[src/rtl/fetch_pkg.sv]
// Shared types and constants for the instruction-fetch stage and its PC sub-block.
// The bus packer places PC+2 and the instruction word into the IF/ID latch format.
package fetch_pkg;

  typedef enum logic [1:0] {
    ST_BOOT = 2'd0,
    ST_RUN  = 2'd1,
    ST_HALT = 2'd2
  } fetch_state_e;

  typedef enum logic [1:0] {
    PC_HOLD     = 2'd0,
    PC_INC      = 2'd1,
    PC_REDIRECT = 2'd2
  } pc_sel_e;

  localparam logic [15:0] NOP                 = 16'h0000;
  localparam logic [15:0] RESET_PC_DEFAULT    = 16'h0000;
  localparam logic [3:0]  HALT_OPCODE_DEFAULT = 4'hF;

  localparam int PCP2_LSB  = 97;
  localparam int PCP2_MSB  = 112;
  localparam int INSTR_LSB = 0;
  localparam int INSTR_MSB = 15;
  localparam int BUS_W     = 134;

  function automatic logic [BUS_W-1:0] pack_fetch_bus(input logic [15:0] pc_plus2,
                                                      input logic [15:0] instr);
    logic [BUS_W-1:0] bus;
    bus = {BUS_W{1'b0}};
    bus[PCP2_MSB:PCP2_LSB]   = pc_plus2;
    bus[INSTR_MSB:INSTR_LSB] = instr;
    return bus;
  endfunction

endpackage

[src/rtl/fetch_pc.sv]
// Program counter register with its +2 incrementer and next-PC selection.
// Redirect targets are forced to halfword alignment.
module fetch_pc
  import fetch_pkg::*;
#(
  parameter logic [15:0] RESET_PC = RESET_PC_DEFAULT
) (
  input  logic        i_clk,
  input  logic        i_reset,
  input  pc_sel_e     i_sel,
  input  logic [15:0] i_target,
  output logic [15:0] o_pc,
  output logic [15:0] o_pc_plus2
);

  logic [15:0] r_pc;
  logic [15:0] w_pc_plus2;
  logic [15:0] w_pc_next;
  logic        w_unused_target_lsb;

  assign w_pc_plus2          = r_pc + 16'd2;
  assign w_unused_target_lsb = i_target[0];

  always_comb begin
    w_pc_next = r_pc;
    case (i_sel)
      PC_HOLD:     w_pc_next = r_pc;
      PC_INC:      w_pc_next = w_pc_plus2;
      PC_REDIRECT: w_pc_next = {i_target[15:1], 1'b0};
      default:     w_pc_next = r_pc;
    endcase
  end

  always_ff @(posedge i_clk) begin
    if (i_reset) begin
      r_pc <= RESET_PC;
    end else begin
      r_pc <= w_pc_next;
    end
  end

  assign o_pc       = r_pc;
  assign o_pc_plus2 = w_pc_plus2;

endmodule

[src/rtl/fetch_stage.sv]
// Instruction-fetch stage: sequences BOOT/RUN/HALT, squashes on redirect and
// builds the IF/ID bus plus its active-low load control.
module fetch_stage
  import fetch_pkg::*;
#(
  parameter logic [15:0] RESET_PC    = RESET_PC_DEFAULT,
  parameter logic [3:0]  HALT_OPCODE = HALT_OPCODE_DEFAULT
) (
  input  logic             i_clk,
  input  logic             i_reset,
  input  logic             i_stall,
  input  logic             i_branch_taken,
  input  logic [15:0]      i_branch_target,
  input  logic [15:0]      i_imem_data,
  output logic [15:0]      o_imem_addr,
  output logic [BUS_W-1:0] o_fetch_bus,
  output logic             o_buff_enable,
  output logic             o_halted,
  output logic [15:0]      o_fetch_count
);

  fetch_state_e r_state;
  fetch_state_e w_next_state;
  pc_sel_e      w_pc_sel;
  logic [15:0]  w_pc;
  logic [15:0]  w_pc_plus2;
  logic [15:0]  w_instr;
  logic         w_buff_enable;
  logic         w_count_inc;
  logic [15:0]  r_fetch_count;

  fetch_pc #(
    .RESET_PC (RESET_PC)
  ) u_pc (
    .i_clk      (i_clk),
    .i_reset    (i_reset),
    .i_sel      (w_pc_sel),
    .i_target   (i_branch_target),
    .o_pc       (w_pc),
    .o_pc_plus2 (w_pc_plus2)
  );

  // Redirect outranks every state; a stalled slot still presents the current word
  always_comb begin
    w_next_state  = r_state;
    w_pc_sel      = PC_HOLD;
    w_instr       = NOP;
    w_buff_enable = 1'b0;
    w_count_inc   = 1'b0;
    if (i_reset) begin
      w_next_state = ST_BOOT;
    end else if (i_branch_taken) begin
      w_pc_sel     = PC_REDIRECT;
      w_next_state = ST_RUN;
    end else begin
      case (r_state)
        ST_BOOT: w_next_state = ST_RUN;
        ST_HALT: w_next_state = ST_HALT;
        ST_RUN: begin
          w_instr = i_imem_data;
          if (i_stall) begin
            w_buff_enable = 1'b1;
          end else if (i_imem_data[15:12] == HALT_OPCODE) begin
            w_count_inc  = 1'b1;
            w_next_state = ST_HALT;
          end else begin
            w_count_inc = 1'b1;
            w_pc_sel    = PC_INC;
          end
        end
        default: w_next_state = ST_BOOT;
      endcase
    end
  end

  always_comb begin
    if (i_reset) begin
      o_fetch_bus = {BUS_W{1'b0}};
      o_halted    = 1'b0;
    end else begin
      o_fetch_bus = pack_fetch_bus(w_pc_plus2, w_instr);
      o_halted    = (r_state == ST_HALT);
    end
  end

  always_ff @(posedge i_clk) begin
    if (i_reset) begin
      r_state <= ST_BOOT;
    end else begin
      r_state <= w_next_state;
    end
  end

  // Saturating count of real instructions handed to the IF/ID buffer
  always_ff @(posedge i_clk) begin
    if (i_reset) begin
      r_fetch_count <= 16'h0000;
    end else if (w_count_inc && (r_fetch_count != 16'hFFFF)) begin
      r_fetch_count <= r_fetch_count + 16'd1;
    end else begin
      r_fetch_count <= r_fetch_count;
    end
  end

  assign o_imem_addr   = w_pc;
  assign o_buff_enable = w_buff_enable;
  assign o_fetch_count = r_fetch_count;

endmodule
[config.mk]
export PLATFORM = sky130hd
export DESIGN_NAME = fetch_stage
export DESIGN_NICKNAME = d
export VERILOG_FILES = /design/src/rtl/fetch_pkg.sv /design/src/rtl/fetch_pc.sv /design/src/rtl/fetch_stage.sv
export SDC_FILE = /design/constraint.sdc
export NUM_CORES = 1
export LEC_CHECK = 0
export ABC_CLOCK_PERIOD_IN_PS = 2200
export CAP_MARGIN = 20
export CORE_MARGIN = 8
export CORE_UTILIZATION = 34
export CTS_CLUSTER_SIZE = 14
export DETAILED_ROUTE_END_ITERATION = 6
export GPL_ROUTABILITY_DRIVEN = 0
export PLACE_DENSITY = 0.83
export REMOVE_ABC_BUFFERS = 1
export SETUP_SLACK_MARGIN = 0.4
export SYNTH_ARGS = -nofsm -noshare
export SYNTH_HDL_FRONTEND = slang
export SYNTH_HIERARCHICAL = 1
export SYNTH_SLANG_ARGS = --single-unit
[constraint.sdc]
create_clock -name i_clk -period 2.2 [get_ports i_clk]
set_clock_uncertainty 0.05 [all_clocks]
set_input_delay 0.44 -clock i_clk [delete_from_list [all_inputs] [get_ports i_clk]]
set_output_delay 0.44 -clock i_clk [all_outputs]
set_load 0.01 [all_outputs]
# Yosys cells after proc, flatten, opt, wreduce, memory -nomap -nowiden
# Index checks and enable logic that the tools add are counted.
dict set report word_totals {
  word_cells 44
  inputBits 36
  ff_bits 34
}
dict set report op_classes {
  n_reduce_logical 6
  n_eq_ne 10
  muxes 22
  addsub 2
}
# operator count
set op_table {}
lappend op_table {{113-bit 2-to-1 mux} 1}
lappend op_table {{16-bit 2-to-1 mux} 2}
lappend op_table {{16-bit one-hot mux with 2 select lines} 1}
lappend op_table {{16-bit by 1-bit adder with 16-bit output, second input constant} 1}
lappend op_table {{16-bit by 2-bit adder with 16-bit output, second input constant} 1}
lappend op_table {{16-bit != test, second input constant} 1}
lappend op_table {{1-bit 2-to-1 mux} 13}
lappend op_table {{2-bit 2-to-1 mux} 4}
lappend op_table {{3-bit != test, second input constant} 2}
lappend op_table {{2-bit one-hot mux with 3 select lines} 1}
lappend op_table {{2-bit by 1-bit equality test with 1-bit output, second input constant} 2}
lappend op_table {{2-bit equality test, second input constant} 2}
lappend op_table {{4-bit equality test, second input constant} 1}
lappend op_table {{2-bit != test, second input constant} 2}
lappend op_table {{2-bit AND reduction} 2}
lappend op_table {{2-bit logical NOT} 1}
lappend op_table {{2-bit nonzero test} 1}
lappend op_table {{2-bit OR reduction} 1}
lappend op_table {{1-bit logical AND} 1}

# Logic depth before layout (Yosys ltp)
# Gate-level depths: netlist of the first run.
dict set report depth {
  depth_word 8
  ltp_mapped 12
}

# Modules after synthesis
# Netlist of the first run, hierarchy kept.
# module cells_per_inst n_inst area_per_inst_um2
set modules_own_cells {}
lappend modules_own_cells {fetch_stage 257 1 2018.2}
lappend modules_own_cells {fetch_pc 150 1 1133.6}

# Worst setup path before layout of the first run
# OpenSTA, ideal clock, no wires.
dict set report synth_timing {
  path_type {in2reg}
  startpoint {input i_reset}
  endpoint {register u_pc.r_pc[13], in the netlist u_pc/o_pc[13]}
  arrival_time_ns 2.272
  n_path_buf 4
  required_time_ns 2.080
  path_slack_ns -0.192
  stages 10
  cell_sequence {buf_6 nor4b_4 and2_1 inv_1 ha_1 buf_2 buf_1 buf_1 o31ai_1 o2bb2ai_1}
}
dict set report synth_via {
  elab_chain_cells 3
}
# item line
set synth_rtl {}
lappend synth_rtl {{start, declared} fetch_stage.sv:10} ;# input logic i_reset,
lappend synth_rtl {{2-bit 2-to-1 mux (*)} fetch_stage.sv:50} ;# if (i_reset) begin
lappend synth_rtl {{net w_pc_sel[0]} fetch_stage.sv:24} ;# pc_sel_e w_pc_sel;
lappend synth_rtl {{2-bit equality test or 2-bit by 1-bit equality test with 1-bit output (tied branches)} fetch_pc.sv:26} ;# case (i_sel)
lappend synth_rtl {{16-bit one-hot mux with 2 select lines or 2-bit nonzero test (tied branches)} n/a}
lappend synth_rtl {{end signal, assigned} fetch_pc.sv:38} ;# r_pc <= w_pc_next;
lappend synth_rtl {{end, declared} fetch_pc.sv:16} ;# logic [15:0] r_pc;
# The timed path passes the listed nets; every way through them passes the cells marked *.
# A chain may end at the register's enable or synchronous reset.

# Final worst setup path of the first run
dict set report layout_timing {
  startpoint {register u_pc.r_pc[9], in the netlist u_pc/o_pc[9]}
  endpoint {output o_fetch_bus[109]}
}
dict set report layout_via {
  elab_chain_cells 2
}
# item line
set layout_rtl {}
lappend layout_rtl {{16-bit by 2-bit adder with 16-bit output} fetch_pc.sv:21} ;# assign w_pc_plus2 = r_pc + 16'd2;
lappend layout_rtl {{net w_pc_plus2[12]} fetch_stage.sv:26} ;# logic [15:0] w_pc_plus2;
lappend layout_rtl {{113-bit 2-to-1 mux} fetch_stage.sv:77} ;# if (i_reset) begin
lappend layout_rtl {{end, declared} fetch_stage.sv:16} ;# output logic [BUS_W-1:0] o_fetch_bus,
# The timed path passes the listed nets, and every way through them passes these cells.

==> results.py, run 1 <==
metrics = {
    "timing": {
        "worstMarginPinSlew_ns": 0.541,
        "setup_violations": 7,
        "grt_setup_unrepaired": "yes",
        "setup_tns_ns": -0.332,
        "fmax_mhz": 430,
        "finalCritPeriodShare": 1.06,
        "finalMaxSlewViolations": 0,
        "fin_ws_ns": -0.124,
        "hold_ws_ns": 0.434,
        "timing.final.crit_period_ns": 2.32,
        "relSlewSlack": 0.640,
        "hold_violations": 0,
    },
    "routing": {
        "drc": 0,
        "drtAntennaViolNets": 0,
        "wire_per_inst_um": 17.0,
        "vias_per_cell": 4.75,
        "dr.first_iter.drc_count": 149,
        "vias": 3409,
        "drt-total-wl_um": 12200,
        "drtPass1Iterations": 4,
    },
    "pwr": {
        "power.clock.fraction": 0.330,
        "power_frac_seq": 0.344,
        "ir_drop_v": 0.000281,
        "switchingPower_w": 0.000570,
        "combinationalPowerShare": 0.326,
        "internal_power_w": 0.00127,
        "power_density_nw_per_um2": 331,
        "p_leak_nw": 2.61,
        "swShare": 0.309,
    },
    "critical_path": {
        "start_kind": "flip-flop",
        "r2r-end": "u_pc/o_pc[10]",
        "reg2reg_slack_ns": -0.02,
        "reg2reg_depth": 11,
        "end_kind": "output pin",
        "r2r_start": "r_state[1]",
        "cp.depth": 6,
        "arrival_ns": 1.83,
        "crit_path_start": "u_pc/o_pc[9]",
        "crit_buf_inv": 2,
        "cp_max_fo": 3,
        "critPathCapture": "o_fetch_bus[109]",
        "crit_chain": "nand4_1 -> buf_4 -> nor3_2 -> xnor2_1 -> nor2b_1 -> dlygate4sd2_1",
        "critPathTopFamily": "simple AND/OR/NAND/NOR gates",
        "required_ns": 1.71,
        "cpPeakStageDelay_ns": 0.34,
        "critPathKind": "reg -> out",
        "cp_slowest_cell": "dfxtp_2",
    },
    "clock_tree": {
        "cts.sinks": 33,
        "clkSlewWorstSetupHoldPaths_ns": 0.07,
        "root_buffer": "clkbuf_8",
        "numCtsBuffers": 5,
        "htree_levels": 2,
        "clockBufferDepth": 2,
        "cts_tree": "done",
        "clk_latency_ns": 0.29,
    },
    "logic_synthesis": {
        "yosys_warnings": 6,
        "synth.avg_cell_area_um2": 7.74,
        "synth_edf_count": 0,
        "synth_top_flop_cell": "dfxtp_1",
        "synthArstFlopShare": 0,
        "synth_area_um2": 3150,
        "synth-seq-cells": 33,
        "ys_seq_area_frac": 0.210,
        "synth_cells": 407,
        "synth_cell_types": 51,
    },
    "global_route": {
        "grt.total_usage": 0.167,
        "grt_max_degree": 23,
        "grt_pass1_vias": 3495,
        "grt_pass1_wl_um": 17500,
        "grt_remaining_overflow": 0,
        "antenna_found_initial": 0,
    },
    "die": {
        "num_rows": 35,
        "core_area_um2": 9110,
        "fp.dieH_um": 112,
        "die-area_um2": 12600,
        "die_w_um": 112,
        "ios": 204,
        "start_util": 0.346,
    },
    "flow_run": {
        "cap_violations": 0,
    },
    "cells_and_area": {
        "diodes": 0,
        "syn2layout_area_growth_pct": 76.9,
        "multi_input_area_um2": 2550,
        "regArea_um2": 703,
        "final_nets": 648,
        "drive_gt1_frac": 0.479,
        "fillerInstances": 754,
    },
    "status": {
        "status": "finished with violations",
        "failed_checks": "negative setup slack",
    },
    "min_path": {
        "hold_path_class": "reg -> reg",
    },
    "place": {
        "io_buffers": 98,
        "hpwl_um": 7420,
    },
}
[logic make-up after synthesis]
logic type,count (synthesis),share of synthesized area
mux,12,0.0401
flops,33,0.210
fa+ha+maj,6,0.0238
simple gates,141,0.266
buf+inv,137,0.291
xor+xnor,13,0.0361
other cells,2,0.00238
compound gates,63,0.131
[metrics by stage]
step	util	setup slack [ns]	cells	area (um^2)	power [W]
finish	0.612	-0.124	718	5580	0.00184
detailed placement	0.463	-0.462	650	4220	0.00108
floorplan	-	-0.203	384	2660	0.000850
CTS	0.555	-0.0880	694	5060	0.00178
global placement	0.463	-0.401	650	4220	0.00107
global route	0.612	-0.208	718	5580	0.00193
[cell usage in the layout (no fill, tap or decap), types with 5 or more instances in the layout]
cell             count
a21oi_1             10
a21oi_2             11
and2_4              17
buf_12               5
buf_2               16
buf_4               72
buf_6               53
clkbuf_8             6
clkdlybuf4s50_1     47
conb_1             104
dfxtp_1              9
dfxtp_2             19
dfxtp_4              5
dlygate4sd2_1       11
inv_1                9
mux2_4               5
mux2i_1              7
nand2_1              7
nand2b_1             5
nand3_1              8
nand4_1              7
nor2_1              17
nor2b_1             23
o21ai_1              5
xor2_1               6
[sequential cells by signal, summed over array words and instances (netlist names)]
register,cells
r_state,2
u_pc/o_pc,15
o_fetch_count,16
[worst min path at each step]
stage / start / end / cells past startpoint
after floorplan: o_fetch_count[6] / o_fetch_count[6] / 2
after global placement: o_fetch_count[6] / o_fetch_count[6] / 2
after detailed placement: o_fetch_count[6] / o_fetch_count[6] / 2
after CTS: o_fetch_count[0] / o_fetch_count[0] / 1
after global routing: o_fetch_count[0] / o_fetch_count[0] / 1
final: o_fetch_count[0] / o_fetch_count[0] / 1
[repair_timing]
action / in CTS / in global routing
buffers inserted: 35 / 24
hold buffers: 0 / 0
resized for setup: 295 / 92
endpoints found under the setup margin: 75 / 68
pin swaps: 60 / 45
gates cloned: 1 / 0
[cell usage after synthesis (all sizes together), types with 6 or more instances]
library cell | count | area share
buf | 113 | 0.26
dfxtp | 33 | 0.21
nor2b | 26 | 0.052
a21oi | 21 | 0.033
nor2 | 21 | 0.025
and2 | 18 | 0.036
nand2 | 13 | 0.015
nand3 | 13 | 0.021
clkbuf | 12 | 0.014
inv | 12 | 0.014
o21ai | 10 | 0.016
nor3 | 9 | 0.014
nand4 | 8 | 0.021
mux2i | 7 | 0.022
o31ai | 7 | 0.017
xnor2 | 7 | 0.019
a22oi | 6 | 0.014
ha | 6 | 0.024
nand2b | 6 | 0.012
or4 | 6 | 0.014
xor2 | 6 | 0.017
[area by class of cell]
class / instances / area share
Multi-Input combinational cell: 339 / 0.458
Sequential cell: 33 / 0.126
Tap cell: 111 / 0.0249
Timing Repair Buffer: 215 / 0.361
Clock buffer: 7 / 0.0155
Inverter: 12 / 0.00942
Clock inverter: 1 / 0.00538
[power by group through the flow]
stage | logic [W] | registers [W] | clock network [W]
floorplan | 0.000194 | 0.000656 | 0
global placement | 0.000431 | 0.000641 | 0
detailed placement | 0.000439 | 0.000642 | 0
CTS | 0.000529 | 0.000632 | 0.000622
global route | 0.000640 | 0.000635 | 0.000652
finish | 0.000602 | 0.000633 | 0.000609
[routing by layer]
metal / up-vias / part of all wire / global-route usage
li1: 1590 / - / -
met1: 1631 / 0.35 / 0.161
met2: 159 / 0.55 / 0.328
met3: 29 / 0.078 / 0.0494
met4: 0 / 0.028 / 0.0594
met5: - / 0 / 0
(Power assumes the default switching activity.)
==> run 2, diff against run 1 <==
--- a/config.mk
+++ b/config.mk
@@ -5,14 +5,14 @@
 export SDC_FILE = /design/constraint.sdc
 export NUM_CORES = 1
 export LEC_CHECK = 0
-export ABC_CLOCK_PERIOD_IN_PS = 2200
+export ABC_CLOCK_PERIOD_IN_PS = 2530
 export CAP_MARGIN = 20
 export CORE_MARGIN = 8
-export CORE_UTILIZATION = 34
+export CORE_UTILIZATION = 37
 export CTS_CLUSTER_SIZE = 14
 export DETAILED_ROUTE_END_ITERATION = 6
 export GPL_ROUTABILITY_DRIVEN = 0
-export PLACE_DENSITY = 0.83
+export PLACE_DENSITY = 0.86
 export REMOVE_ABC_BUFFERS = 1
 export SETUP_SLACK_MARGIN = 0.4
 export SYNTH_ARGS = -nofsm -noshare
==> constraint.sdc (replaced) <==
create_clock -name i_clk -period 2.53 [get_ports i_clk]
set_clock_uncertainty 0.05 [all_clocks]
set_input_delay 0.506 -clock i_clk [delete_from_list [all_inputs] [get_ports i_clk]]
set_output_delay 0.506 -clock i_clk [all_outputs]
set_load 0.01 [all_outputs]
==> run 2 against run 1 <==
The flow now finishes without violations. Register-to-register slack improved by 0.40 ns. Combinational power fell by 33%. Wire length fell by 20%. Flip-flop and latch count did not move. Utilization fell by 6.6 points. Non-clock buffer count fell by 56. Final cell count fell by 8.6%. Critical endpoint is now o_fetch_bus[106].
==> results.py, run 2 (synthesized netlist as in run 1, its figures left out) <==
metrics = {
    "status": {
        "status": "complete, no violations",
    },
    "min_path": {
        "whs_path_depth": 2,
        "hold_path_class": "reg -> reg",
        "hold-path-endpoint": "o_fetch_count[6]",
        "hp-start": "o_fetch_count[6]",
    },
    "cells_and_area": {
        "diodes": 0,
        "syn2layout_area_growth_pct": 43.1,
        "fillerInstances": 770,
        "final_nets": 592,
        "final_common_cell": "conb_1",
        "largest_reg_flops": 16,
        "utilization": 0.546,
        "layout.cells.most_common_list": "conb_1 (104), clkdlybuf4s50_1 (62), buf_4 (44)",
        "drive_gt1_frac": 0.278,
    },
    "routing": {
        "drt-total-wl_um": 9690,
        "drtPass1Iterations": 4,
        "vias": 3037,
        "drc": 0,
        "wire_per_inst_um": 14.8,
        "vias_per_cell": 4.63,
        "dr.first_iter.drc_count": 124,
        "drtAntennaViolNets": 0,
    },
    "clock_tree": {
        "clkSlewWorstSetupHoldPaths_ns": 0.07,
        "numCtsBuffers": 5,
        "cts_tree": "done",
        "cts.sinks": 33,
        "root_buffer": "clkbuf_8",
        "clk_latency_ns": 0.29,
        "htree_levels": 2,
        "clockBufferDepth": 2,
        "cts_hold_buf": 0,
    },
    "global_route": {
        "antenna_found_initial": 0,
        "grt_pass1_vias": 3052,
        "grt_pass1_wl_um": 15000,
        "grt_remaining_overflow": 0,
        "grt.total_usage": 0.154,
        "grt_max_degree": 41,
    },
    "pwr": {
        "p_leak_nw": 2.11,
        "power_density_nw_per_um2": 313,
        "ir_drop_v": 0.000190,
        "total_power_w": 0.00141,
    },
    "timing": {
        "hold_ws_ns": 0.447,
        "setup_violations": 0,
        "finalMaxSlewViolations": 0,
        "setup_tns_ns": 0,
        "fmax_mhz": 428,
        "finalCritPeriodShare": 0.924,
        "grt_setup_unrepaired": "yes",
        "timing.final.crit_period_ns": 2.34,
        "hold_violations": 0,
    },
    "place": {
        "hpwl_um": 7130,
        "io_buffers": 98,
    },
    "die": {
        "fp.dieH_um": 108,
        "start_util": 0.382,
        "die-area_um2": 11700,
        "core_area_um2": 8260,
        "die_w_um": 108,
        "ios": 204,
        "num_rows": 33,
    },
    "critical_path": {
        "end_kind": "output pin",
        "r2r-end": "u_pc/o_pc[10]",
        "critPathKind": "reg -> out",
        "required_ns": 1.97,
        "r2r_start": "r_state[1]",
        "reg2reg_slack_ns": 0.38,
        "cp_max_fo": 5,
        "arrival_ns": 1.78,
        "reg2reg_depth": 10,
        "start_kind": "flip-flop",
    },
    "flow_run": {
        "cap_violations": 0,
    },
}
run 2: how the worst max path moves through the flow:
stage          depth (start not counted)           start                to
3_5_place_dp                           7         i_stall     u_pc/o_pc[10]
5_1_grt                                6    u_pc/o_pc[7]  o_fetch_bus[106]
4_1_cts                                6    u_pc/o_pc[4]  o_fetch_bus[106]
2_1_floorplan                          6         i_reset     u_pc/o_pc[10]
3_3_place_gp                           5  i_branch_taken    o_fetch_bus[6]
6_report                               6    u_pc/o_pc[7]  o_fetch_bus[106]
run 2: power breakdown:
part | internal, W | total [W] | switching [W]
logic | 0.000187 | 0.000405 | 0.000218
registers | 0.000533 | 0.000551 | 0.0000176
clock network | 0.000246 | 0.000455 | 0.000208
total | 0.000966 | 0.00141 | 0.000444
run 2: worst max-delay path, stage by stage, from the launching register on:
cell and delay (ns):
dfxtp_2 0.37, nand4_4 0.18, buf_6 0.17, or3_4 0.35, xnor2_2 0.12, nor2b_1 0.14
buf_2 0.15
run 2: what timing repair did:
action | in CTS | in global routing
cloned | 1 | 0
endpoints found under the setup margin | 45 | 40
endpoints found under the hold margin | 0 | 0
pin swaps | 21 | 13
buffers inserted | 21 | 5
gates resized for setup | 181 | 20
run 2: stage by stage:
stage	cell area, um^2	cells	setup WS [ns]
after global routing	4510	656	0.135
after floorplan	2660	384	0.0756
after detailed placement	4060	621	-0.208
after CTS	4420	651	0.208
after global placement	4060	621	-0.153
final	4510	656	0.193
run 2: cell type report:
type                    count  area (um^2)  share of cell area
repair buffers            159         1390               0.308
multi-input cells         339         2150               0.478
clock inverters             1         5.00             0.00111
inverters                  12         45.0             0.00999
well taps                 105          131              0.0291
clock buffers               7         96.3              0.0214
flip-flops and latches     33          691               0.153
run 2: routing by layer:
layer	track usage	routed length, um	vias up
met2	0.280	5020	135
met1	0.164	3490	1409
met3	0.0506	1060	14
li1	-	-	1479
met4	0.0479	116	0
met5	0	0	-
==> run 3, diff against run 2 <==
--- a/config.mk
+++ b/config.mk
@@ -6,7 +6,7 @@
 export NUM_CORES = 1
 export LEC_CHECK = 0
 export ABC_CLOCK_PERIOD_IN_PS = 2530
-export CAP_MARGIN = 20
+export CAP_MARGIN = 5
 export CORE_MARGIN = 8
 export CORE_UTILIZATION = 37
 export CTS_CLUSTER_SIZE = 14
==> results of run 3 <==
Same layout as run 2: the final DEF is identical, and so are final timing and power.
==> RTL change: new RTL, config.mk and constraints of run 1 <==
Re-encode `fetch_state_e` (3 states) as one-hot, 3 bits wide.
--- a/src/rtl/fetch_pkg.sv
+++ b/src/rtl/fetch_pkg.sv
@@ -2,10 +2,10 @@
 // The bus packer places PC+2 and the instruction word into the IF/ID latch format.
 package fetch_pkg;
 
-  typedef enum logic [1:0] {
-    ST_BOOT = 2'd0,
-    ST_RUN  = 2'd1,
-    ST_HALT = 2'd2
+  typedef enum logic [2:0] {
+    ST_BOOT = 3'b001,
+    ST_RUN  = 3'b010,
+    ST_HALT = 3'b100
   } fetch_state_e;
 
   typedef enum logic [1:0] {
Function: same outputs for any inputs over 10 cycles, from zero or initial values and one cycle with i_reset high; not proved beyond that.
==> RTL change against run 1 <==
The flow still finishes with violations (negative setup slack); die area grew 1.3%; setup slack gained 0.058 ns; maximum frequency grew 2.6%; non-clock buffer count grew 2; sequential cell count grew 1; first-iteration DRC count grew 36%; worst hold slack is essentially flat; synthesized area grew 1.5%; total power shrank 8.4%; design area grew 0.20%; wire length grew 1.2%; largest power group unchanged.
==> RTL change: results (changes against run 1) <==
Logic synthesis
The count of different cell masters after synthesis came to 51 (unchanged). The average instance area after synthesis is 7.68 um^2 (-0.89%). By count the netlist is led by 104 x sky130_fd_sc_hd__buf_4, 34 x sky130_fd_sc_hd__dfxtp_1, 26 x sky130_fd_sc_hd__nor2b_1. In the post-synthesis netlist, the biggest area contributors are sky130_fd_sc_hd__buf_4 24%, sky130_fd_sc_hd__dfxtp_1 21%, sky130_fd_sc_hd__nor2b_1 5.1%.

Placed design
The placement-stage cell area was 4260 um^2 (+1.1%). The number of cells after detailed placement is 660 (+1.5%). The sum of net half-perimeters after detailed placement is 7680 um (+3.5%).

Power
The sequential logic power is 647 uW (+2%). The maximum ir drop on the vdd rail is 0.000363 V (+29%). The switching part of the total is 33.1% (+2.1 points). The leakage component of the power was 2.62 nW (+0.47%). The power in combinational cells came to 527 uW (-12%).

Worst setup path
The type of the setup path with the least slack is reg2out. The data arrival time at the worst-slack endpoint came to 1.78 ns (-0.05 ns). The worst register-to-register path ends at o_fetch_count[6]$_SDFFE_PP0P_. The critical path starts at u_pc/o_pc[8]$_SDFFE_PP0P_.

The number of cells traversed by the worst register-to-register path came to 5 (-6). The minimum setup slack among reg-to-reg paths came to 0.04 ns (+0.06 ns). Following the worst setup path forward leads to its endpoint at o_fetch_bus[111].

Hold path
The depth of the worst hold-timing path came to 3 (+2). The worst hold path begins at i_branch_taken. In this run the worst hold path is classified as in2reg. The endpoint with the worst hold slack is r_state[0]$_SDFFE_PP1P_.

Timing
The minimum setup slack in the final design is -0.0653 ns (+0.0582 ns). The final setup violation count was 5 (-2). The final hold slack is 0.434 ns (+0.0000110 ns).

The sum of negative setup slack is -0.172 ns (+0.160 ns).

Clock tree
The number of post-CTS setup repair buffers is 32 (-8.6%). The number of gates given a new drive strength after cts came to 290 (-1.7%).

Drt
The routed metal-1 wire length was 4360 um (+3.3%). The total number of vias came to 3547 (+4.0%). The routed length on met3 is 1140 um (+20%). The routed via count divided by cell count is 4.87 (+2.5%). The initial detailed-routing violation count is 203 (+36%). The routed length on met2 is 6710 um (+0.83%).

Global routing
The global routing met2 resource utilization is 31.8% (-0.97 points). The global routing usage on met1 is 17.3% (+1.2 points). The all-layer global routing usage is 16.7% (about the same). The maximum number of pins on one net before global-route repair is 52 (+130%).

The met3 track demand over resource in global routing is 5.64% (+0.71 points). The first-pass GRT wire length is 17800 um (+1.5%).

Outcome
The final reports fail on negative setup slack. The flow ran to the end, but the final reports show violations.

Final layout
The fraction of final layout cells with drive strength greater than 1 is 46.9% (-1.0 points).
==> RTL change: changes by cell type in the layout (fill, tap and decap cells not counted), moves of 5 or more <==
cell,before,now
sky130_fd_sc_hd__dfxtp_2,19,26
sky130_fd_sc_hd__a21oi_1,10,19
sky130_fd_sc_hd__o31ai_1,2,7
sky130_fd_sc_hd__clkdlybuf4s50_1,47,40
sky130_fd_sc_hd__a21oi_2,11,4
sky130_fd_sc_hd__buf_12,5,0
sky130_fd_sc_hd__dlygate4sd2_1,11,16
==> RTL change: cell type report <==
class	count	area, um^2
Sequential cell	34	724
Clock buffer	6	82.6
Inverter	10	40.0
Timing Repair Buffer	217	2010
Clock inverter	2	12.5
Fill cell	735	3610
Tap cell	111	139
Multi-Input combinational cell	349	2580
==> RTL change: kinds of logic after synthesis <==
kind of cell	count (synthesis)	synth area share, %
compound gates	68	14.0
xor+xnor	13	3.56
fa+ha+maj	3	1.17
buf+inv	136	28.3
flops	34	21.3
mux	8	2.70
other cells	2	0.235
simple gates	153	28.7
